### src/rtl/core_run_ctrl.sv
// -----------------------------------------------------------------------------
// core_run_ctrl
//   Run/halt controller for the core enable flag. Debounces the board buttons,
//   turns them into single-cycle events, and issues resume/halt pulses. The
//   pulses start, stop or single/multi-step the core. In step mode the core is
//   kept enabled for exactly N cycles in which en_fb is high.
//
// Ports
//   clk            system clock
//   rst            asynchronous, active-high reset
//   btn_go         raw run/pause button (asynchronous)
//   btn_step       raw step button (asynchronous)
//   step_count     enabled cycles per step request, 0 behaves as 1
//   core_halt_req  core-originated halt request, level
//   bp_hit         breakpoint match, level
//   en_fb          current core enable flag
//   resume         resume pulse to the enable flag
//   halt           halt pulse to the enable flag
//   state          0=HALTED, 1=RUNNING, 2=STEPPING
//   steps_left     remaining enabled cycles of the current step
// -----------------------------------------------------------------------------

// Button conditioner: 2-FF synchroniser, debounce, rising-edge event.
module core_run_ctrl_btn #(
    parameter int DB_CYC = 1000,
    parameter int DB_W   = 10
) (
    input  logic clk,
    input  logic rst,
    input  logic raw,
    output logic evt
);
    logic            sync1;
    logic            sync2;
    logic            level;
    logic [DB_W-1:0] db_cnt;

    // NOTE: non-blocking assignments keep every flop sampling pre-edge values,
    // which is what makes the two-stage synchroniser actually two stages.
    always_ff @(posedge clk or posedge rst) begin
        if (rst) begin
            sync1  <= 1'b0;
            sync2  <= 1'b0;
            level  <= 1'b0;
            db_cnt <= '0;
            evt    <= 1'b0;
        end else begin
            sync1 <= raw;
            sync2 <= sync1;
            evt   <= 1'b0;
            if (sync2 != level) begin
                // DB_CYC consecutive differing samples accept the new level.
                if (db_cnt == DB_W'(DB_CYC - 1)) begin
                    level  <= sync2;
                    db_cnt <= '0;
                    evt    <= sync2;   // rising edge only
                end else begin
                    db_cnt <= db_cnt + 1'b1;
                end
            end else begin
                db_cnt <= '0;
            end
        end
    end
endmodule

module core_run_ctrl #(
    parameter int STEP_W = 16,
    parameter int DB_CYC = 1000,
    parameter int DB_W   = 10
) (
    input  logic              clk,
    input  logic              rst,
    input  logic              btn_go,
    input  logic              btn_step,
    input  logic [STEP_W-1:0] step_count,
    input  logic              core_halt_req,
    input  logic              bp_hit,
    input  logic              en_fb,
    output logic              resume,
    output logic              halt,
    output logic [1:0]        state,
    output logic [STEP_W-1:0] steps_left
);
    typedef enum logic [1:0] {
        S_HALTED   = 2'd0,
        S_RUNNING  = 2'd1,
        S_STEPPING = 2'd2
    } run_state_t;

    run_state_t        state_q, state_d;
    logic [STEP_W-1:0] cnt_q, cnt_d;
    logic              go_evt;
    logic              step_evt;
    logic              stop;

    core_run_ctrl_btn #(.DB_CYC(DB_CYC), .DB_W(DB_W)) u_btn_go (
        .clk (clk),
        .rst (rst),
        .raw (btn_go),
        .evt (go_evt)
    );

    core_run_ctrl_btn #(.DB_CYC(DB_CYC), .DB_W(DB_W)) u_btn_step (
        .clk (clk),
        .rst (rst),
        .raw (btn_step),
        .evt (step_evt)
    );

    // Reset lands in RUNNING to match the enable flag's reset value of 1.
    always_ff @(posedge clk or posedge rst) begin
        if (rst) begin
            state_q <= S_RUNNING;
            cnt_q   <= '0;
        end else begin
            state_q <= state_d;
            cnt_q   <= cnt_d;
        end
    end

    assign stop = go_evt | core_halt_req | bp_hit;

    // NOTE: every output of this block gets a default first so no path can
    // leave a signal unassigned and infer a latch.
    always_comb begin
        state_d = state_q;
        cnt_d   = cnt_q;
        resume  = 1'b0;
        halt    = 1'b0;
        unique case (state_q)
            S_HALTED: begin
                if (go_evt) begin
                    resume  = 1'b1;
                    state_d = S_RUNNING;
                end else if (step_evt) begin
                    resume  = 1'b1;
                    cnt_d   = (step_count == '0) ? STEP_W'(1) : step_count;
                    state_d = S_STEPPING;
                end
            end
            S_RUNNING: begin
                if (stop) begin
                    halt    = 1'b1;
                    state_d = S_HALTED;
                end
            end
            S_STEPPING: begin
                // Abort beats completion; a stalled core (en_fb=0) freezes the count.
                if (stop || (en_fb && cnt_q == STEP_W'(1))) begin
                    halt    = 1'b1;
                    cnt_d   = '0;
                    state_d = S_HALTED;
                end else if (en_fb) begin
                    cnt_d = cnt_q - 1'b1;
                end
            end
            default: begin
                state_d = S_HALTED;
            end
        endcase
        // Level inputs decode straight into pulses, so hold them quiet while in reset.
        if (rst) begin
            resume = 1'b0;
            halt   = 1'b0;
        end
    end

    assign state      = state_q;
    assign steps_left = cnt_q;
endmodule

### config.mk
export PLATFORM = sky130hd
export DESIGN_NAME = core_run_ctrl
export DESIGN_NICKNAME = d
export VERILOG_FILES = /design/src/rtl/core_run_ctrl.sv
export SDC_FILE = /design/constraint.sdc
export NUM_CORES = 1
export LEC_CHECK = 0
export CORE_ASPECT_RATIO = 1.2
export CORE_MARGIN = 4
export CORE_UTILIZATION = 45
export CTS_CLUSTER_SIZE = 10
export DETAILED_ROUTE_END_ITERATION = 12
export PLACE_DENSITY_LB_ADDON = 0.3
export SKIP_CTS_REPAIR_TIMING = 1
export SYNTH_ARGS = -nofsm -noshare
export SYNTH_HDL_FRONTEND = slang
export SYNTH_SLANG_ARGS = --single-unit
### constraint.sdc
create_clock -name clk -period 3.1 [get_ports clk]
set_clock_uncertainty 0.05 [all_clocks]
set_input_delay 0.93 -clock clk [delete_from_list [all_inputs] [get_ports clk]]
set_output_delay 0.93 -clock clk [all_outputs]
set_load 0.02 [all_outputs]
==> out/qor.txt, run 1 <==
======================================================================================
Result of the run                                                         finished, final reports clean
Slowest cell delay on critical path                                             410 ps
Launching element type of the critical path                               primary input
Transition time at the pin with the least slew margin                           483 ps
Layout cells sized above 1                                                       15.8%
Fraction of synthesized cell area taken by the top area cell type                44.8%
Setup repair after global routing missed its margin                               true
Final critical delay including setup and external delays                       3070 ps
Pin count of the biggest net entering global routing                                26
First-pass GRT wire length                                                    10200 um
Antenna fix cells                                                                    0
# Max-Cap Violations                                                                 0
Clock sink total                                                                    46
Leak                                                                           1.47 nW
Crit-path slowest cell                                                    clkdlybuf4s50_1
Post-Synthesis Cells                                                               260
Final Hold Vio Count                                                                 0
Mean Syn Cell Area                                                            9.67 um2
CP cell instances                                                         clkdlybuf4s50_1 -> nor3_1 -> o21ai_1 -> and3_1 -> buf_4
Overall track demand over capacity in global routing                             18.3%
Synth async-reset ratio                                                           100%
Clock insertion delay at the later pin of the skew report                       310 ps
Share of synthesized area occupied by flip-flops and latches                     45.8%
Wirelength, routed                                                             6120 um
Slew HR                                                                          67.7%
Pins over their slew limit                                                           0
Floorplan row count                                                                 29
Setup violations, final                                                              0
Footprint of the multi-input gates                                            1270 um2
Crit Path Category                                                              in2out
Final core utilization                                                           61.9%
Sort of element at the end of the critical path                           primary output
Data required, critical path                                                   2120 ps
HP Class                                                                       reg2reg
Number of antenna violations at the first check in global routing                    0
First-pass iteration count of the detailed router                                    4
Number of global-route vias before repair                                         2096
Routed len/inst                                                                15.4 um
Relative area change from synthesis to final layout                              32.1%
Most used DFF post-synth                                                       dfrtp_1
PwrDens                                                                     353 nW/um2
Place WS                                                                       -595 ps
Cells on Worst Hold Path                                                             0
Placed insts                                                                       388
Vias per inst                                                                     5.75
Clock tree from TritonCTS                                                          yes
Floorplan die area                                                            6850 um2
1st-iter DRT viols                                                                 172
Arrival @ worst endpoint                                                       2090 ps
Via Count                                                                         2282
# nets final                                                                       364
Clock-pin slew on the worst setup and hold paths                                 80 ps
FMAX                                                                           326 MHz
Cell accounting for the most synthesized area                                  dfrtp_1
Maximum count of clock buffers along a single path                                   2
Non-filler instance count after layout                                             397
Number of H-tree branching levels                                                    2
Reg area                                                                      1150 um2
Initial standard-cell utilization of the core                                    46.8%
Fraction of the cycle the final worst path needs                                 99.0%
Leading post-synthesis cells by cell area                                 dfrtp_1 45%, nor2_1 4.0%, ha_1 3.5%, nand2_1 3.3%, xor2_1 3.1%
Number of buffers added on ports                                                    42
Number of remaining DRC errors                                                       0
Yosys Warn Count                                                                     0
Worst r2r path cells                                                                 8
Final ANT Viol Nets                                                                  0
Number of enable flip-flop cells after synthesis                                     0
Clock root buffer master                                                      clkbuf_8
X dimension of the die                                                         76.2 um
Distinct cell type count after synthesis                                            57
Worst supply voltage drop on vdd                                              0.267 mV
Worst-path fanout max                                                                2
Flops & latches, synth                                                              46
Total clock buffers created by CTS                                                   5
Leftover overflow at the end of global routing                                       0
Number of primary I/O pins                                                          43
Vertical die dimension                                                         89.9 um
Count of filler cells inserted in the layout                                       447
Weighted congestion reported at the end of routability-driven placement          0.924
Cell Area, Synth                                                              2510 um2
Core Area                                                                     5370 um2
Number of nets in the synthesized netlist                                          290
Setup slack of the critical path after layout                                  32.3 ps
Detailed placement HPWL                                                        4650 um
======================================================================================
[layer usage]
layer	up-vias	global-route usage [%]	share of wire, %
met5	-	0	0
met3	15	4.20	5.5
met4	0	6.95	2.4
met1	1093	24.8	45
met2	75	28.4	47
li1	1099	-	-
[layout make-up]
class | instances | share of cell area, %
clock buffer | 5 | 2.07
clock inverter | 3 | 1.20
inverter | 15 | 1.81
multi-input combinational | 193 | 38.2
sequential | 46 | 34.7
tap | 62 | 2.33
timing repair buffer | 73 | 19.7
[flip-flops by register name, indices dropped and copies added (netlist names), 2 cells and up]
signal and count:
state 2, u_btn_step.db_cnt 10, steps_left 16, u_btn_go.db_cnt 10
[cells in the final DEF (no fill, tap or decap), types with 4 or more instances in the layout]
master / synthesis / layout
nor3_1: 9 / 9
xor2_1: 9 / 9
ha_1: 7 / 7
and3_1: 5 / 5
clkbuf_8: 0 / 5
o2bb2ai_1: 4 / 4
nor4_1: 5 / 5
clkdlybuf4s50_1: 0 / 39
dfrtp_1: 45 / 45
a22o_1: 4 / 4
or3_1: 4 / 4
nand4_1: 5 / 5
nand3_1: 8 / 8
nor2_1: 27 / 27
a21oi_1: 9 / 9
nand2_1: 22 / 22
xnor2_1: 7 / 7
inv_1: 14 / 13
nand2b_1: 4 / 4
buf_4: 1 / 32
nor3b_1: 5 / 5
o21ai_0: 12 / 11
[synth_stat cells (2+ instances only)]
library cell and number:
xor2_1 9, nand3_1 8, xnor2_1 7, a311oi_1 2, nor3_1 9, mux2_2 2
nor3b_1 5, o311ai_0 2, or4_1 3, or3_1 4, a221o_1 2, a22o_1 4
o22ai_1 2, ha_1 7, buf_2 3, a21oi_1 9, or4_4 2, dfrtp_1 45
and2_1 3, nand2b_1 4, nor2b_1 3, nand4_1 5, a32oi_1 2, and3_1 5
o2bb2ai_1 4, inv_1 14, o21ai_0 12, nor2_1 27, nor4_1 5, nand2_1 22
a22oi_1 3
[power by group]
part	leakage [nW]	internal, W	switching (W)
Combinational	0.802	0.0000535	0.0000539
Clock	0.0579	0.000237	0.000206
Sequential	0.609	0.000613	0.00000858
[path summary, 6_finish.rpt]
check                          startpoint            endpoint  slack, ps
min reg2reg                u_btn_go.sync1      u_btn_go.sync2        310
max                         core_halt_req                halt         30
min in group asynchronous             rst  u_btn_go.db_cnt[7]       1000
max reg2reg                 steps_left[9]       steps_left[7]        710
max in group asynchronous             rst            state[0]       1710
min                        u_btn_go.sync1      u_btn_go.sync2        310
[kinds of logic (layout without fill, tap and decap cells)]
logic type / Yosys count / after routing / share of synthesized area [%]
adders and majority gates: 7 / 7 / 3.48
and+or+nand+nor: 112 / 112 / 24.2
xor gates and xnor gates: 16 / 16 / 5.57
muxes: 2 / 2 / 0.895
DFF: 46 / 46 / 45.8
buffers and inverters: 21 / 96 / 3.73
AOI/OAI and AO/OA: 56 / 56 / 16.3
[critical path, delay by kind of cell]
kind | cells | cell delay (ps)
AO/OA/AOI/OAI | 1 | 120
buffers and inverters | 2 | 560
AND/OR/NAND/NOR | 2 | 480
[stage by stage]
| step | TNS, ps | hold WS (ps) | power [W] | instance area [um2] |
|---|---|---|---|---|
| after floorplan | 0 | 281 | 0.000684 | 2520 |
| after global placement | -689 | 282 | 0.000739 | 3200 |
| after detailed placement | -687 | 297 | 0.000741 | 3200 |
| after CTS | -734 | 316 | 0.00118 | 3310 |
| after global routing | -39.7 | 332 | 0.00122 | 3320 |
| final | 0 | 312 | 0.00117 | 3320 |
Power figures use the tool's default switching activity.
==> run 2: changes to the inputs <==
--- a/config.mk
+++ b/config.mk
@@ -6,7 +6,7 @@
 export NUM_CORES = 1
 export LEC_CHECK = 0
 export CORE_ASPECT_RATIO = 1.2
-export CORE_MARGIN = 4
+export CORE_MARGIN = 5
 export CORE_UTILIZATION = 45
 export CTS_CLUSTER_SIZE = 10
 export DETAILED_ROUTE_END_ITERATION = 12
==> run 2 against run 1 <==
Against the previous run:
- critical path depth increased by 1
- highest routed layer unchanged
- hold slack worse by 11 ps
- routed wire length decreased by 0.54%
- utilization decreased by 0.63 points
- largest power group unchanged
- final cell count shrank 0.25%
==> out/qor.txt, run 2 (same netlist as run 1, synthesis figures left out) <==
======================================================================================
Final critical delay including setup and external delays                       3030 ps   was 3070 ps
Worst r2r path cells                                                                 7   was 8
First-pass GRT wire length                                                    10400 um   was 10200 um
Setup repair after global routing missed its margin                               true   unchanged
Arrival @ worst endpoint                                                       2050 ps   was 2090 ps
First-pass iteration count of the detailed router                                    4   unchanged
Number of global-route vias before repair                                         2213   was 2096
Core Area                                                                     5370 um2   unchanged
FMAX                                                                           330 MHz   was 326 MHz
Combinational Power Share                                                         9.8%   was 9.2%
HP Class                                                                       reg2reg   unchanged
Timing startpoint of the critical path                                    steps_left[9]   was core_halt_req
Commonest non-fill, non-tap cells in the layout                           45 x dfrtp_1, 39 x clkdlybuf4s50_1, 31 x buf_4   was 45 x dfrtp_1, 39 x clkdlybuf4s50_1, 32 x buf_4
Total clock buffers created by CTS                                                   5   unchanged
Switching portion of total power                                                 24.2%   was 22.9%
Vias per inst                                                                     5.68   was 5.75
Initial standard-cell utilization of the core                                    46.8%   unchanged
Routed len/inst                                                                15.4 um   about the same
Final Hold Vio Count                                                                 0   unchanged
Most common library cell in the layout ignoring fill and taps                  dfrtp_1   unchanged
Pins over their slew limit                                                           0   unchanged
Detailed placement HPWL                                                        4640 um   was 4650 um
Final hold slack                                                                301 ps   was 312 ps
Pin count of the biggest net entering global routing                                24   was 26
Vertical die dimension                                                         91.9 um   was 89.9 um
1st-iter DRT viols                                                                 168   was 172
Launching element type of the critical path                                   register   was primary input
Last element of the critical path                                                 halt   unchanged
Fraction of the cycle the final worst path needs                                 97.7%   was 99.0%
Sequential cell fraction of total power                                          57.3%   was 53.0%
Clock-pin slew on the worst setup and hold paths                                 80 ps   about the same
Floorplan die area                                                            7190 um2   was 6850 um2
Floorplan row count                                                                 29   unchanged
Result of the run                                                         finished, final reports clean   unchanged
PwrDens                                                                     330 nW/um2   was 353 nW/um2
X dimension of the die                                                         78.2 um   was 76.2 um
Transition time at the pin with the least slew margin                           534 ps   was 483 ps
Part of the total power dissipated in the clock network                          32.9%   was 37.8%
Weighted congestion reported at the end of routability-driven placement          0.942   was 0.924
Final setup TNS                                                                   0 ps   unchanged
Slew HR                                                                          64.3%   was 67.7%
Leftover overflow at the end of global routing                                       0   unchanged
Final ANT Viol Nets                                                                  0   unchanged
Antenna fix cells                                                                    0   unchanged
Leak                                                                           1.45 nW   was 1.47 nW
Clock root buffer master                                                      clkbuf_8   unchanged
Endpoint of the lowest-slack register-to-register path                    steps_left[11]   was steps_left[7]
Crit Path Category                                                             reg2out   was in2out
Clock insertion delay at the later pin of the skew report                       300 ps   was 310 ps
Number of flip-flops in the largest register                                        16   unchanged
Via Count                                                                         2250   was 2282
Wirelength, routed                                                             6090 um   was 6120 um
# Max-Cap Violations                                                                 0   unchanged
Layout cells sized above 1                                                       15.3%   was 15.8%
Overall track demand over capacity in global routing                             17.9%   was 18.3%
Worst supply voltage drop on vdd                                              0.256 mV   was 0.267 mV
Number of remaining DRC errors                                                       0   unchanged
Count of filler cells inserted in the layout                                       462   was 447
Net switching power figure                                                  0.000262 W   was 0.000268 W
Clock tree from TritonCTS                                                          yes   unchanged
Launch point of the worst reg-to-reg path                                     state[0]   was steps_left[9]
Number of antenna violations at the first check in global routing                    0   unchanged
Data required, critical path                                                   2120 ps   about the same
Number of primary I/O pins                                                          43   unchanged
Number of buffers added on ports                                                    42   unchanged
Setup violations, final                                                              0   unchanged
Slack of the worst reg-to-reg path                                              750 ps   was 710 ps
# nets final                                                                       363   was 364
Internal power consumption                                                  0.000823 W   was 0.000904 W
Maximum count of clock buffers along a single path                                   2   unchanged
Number of H-tree branching levels                                                    2   unchanged
Relative area change from synthesis to final layout                              30.8%   was 32.1%
Cells on Worst Hold Path                                                             0   unchanged
Clock sink total                                                                    46   unchanged
Worst-path fanout max                                                                4   was 2
Sort of element at the end of the critical path                           primary output   unchanged
======================================================================================
==> run 2: changes by cell type in the layout (fill, tap and decap cells not counted) <==
cell and delta:
buf_4 -1, bufinv_16 -1, clkbuf_1 +1, o21ai_0 +1, o21ai_1 -1
==> run 2: cell type report <==
cell class	instances	area, um2	share of cell area (%)
tap	62	77.6	2.36
timing repair buffer	72	648	19.7
clock inverter	2	10.0	0.304
clock buffer	6	72.6	2.21
multi-input combinational	193	1270	38.6
inverter	15	60.1	1.83
sequential	46	1150	35.0
==> run 2: worst min-delay path by stage <==
stage | start | to | slack (ps)
after floorplan | u_btn_go.sync1 | u_btn_go.sync2 | 280
after global placement | u_btn_go.sync1 | u_btn_go.sync2 | 280
after detailed placement | u_btn_go.sync1 | u_btn_go.sync2 | 280
after CTS | u_btn_go.sync1 | u_btn_go.sync2 | 300
after global routing | u_btn_step.sync1 | u_btn_step.sync2 | 310
final | u_btn_step.sync1 | u_btn_step.sync2 | 300
==> run 2: power groups by stage <==
| stage | sequential (W) | clock (W) | combinational [W] |
|---|---|---|---|
| 3_3_place_gp | 0.000633 | 0 | 0.000106 |
| 6_report | 0.000622 | 0.000358 | 0.000106 |
| 5_1_grt | 0.000623 | 0.000391 | 0.000121 |
| 4_1_cts | 0.000622 | 0.000367 | 0.000108 |
| 2_1_floorplan | 0.000636 | 0 | 0.0000486 |
| 3_5_place_dp | 0.000634 | 0 | 0.000107 |
==> run 2: layer usage <==
metal  vias to the layer above  GRT usage (%)  routed length, um
li1                       1102              -                  -
met1                      1054           23.5               2680
met2                        82           28.4               2860
met3                        12           4.51                435
met4                         0           6.71                112
met5                         -              0                  0
==> run 2: per-stage QoR <==
step	power [W]	worst slack [ps]	cell area (um2)	instances	utilization, %
2_1_floorplan	0.000684	59.4	2520	260	-
3_3_place_gp	0.000739	-606	3200	388	59.7
3_5_place_dp	0.000741	-601	3200	388	59.7
4_1_cts	0.00110	-618	3290	396	61.2
5_1_grt	0.00114	-43.6	3290	396	61.3
6_report	0.00109	70.9	3290	396	61.3
==> run 2: critical path, cell delays in order (launching register included) <==
cell	delay, ps
dfrtp_1	390
or4_4	590
nor4_4	280
nand3_1	110
o21ai_0	80
and3_1	170
buf_4	140
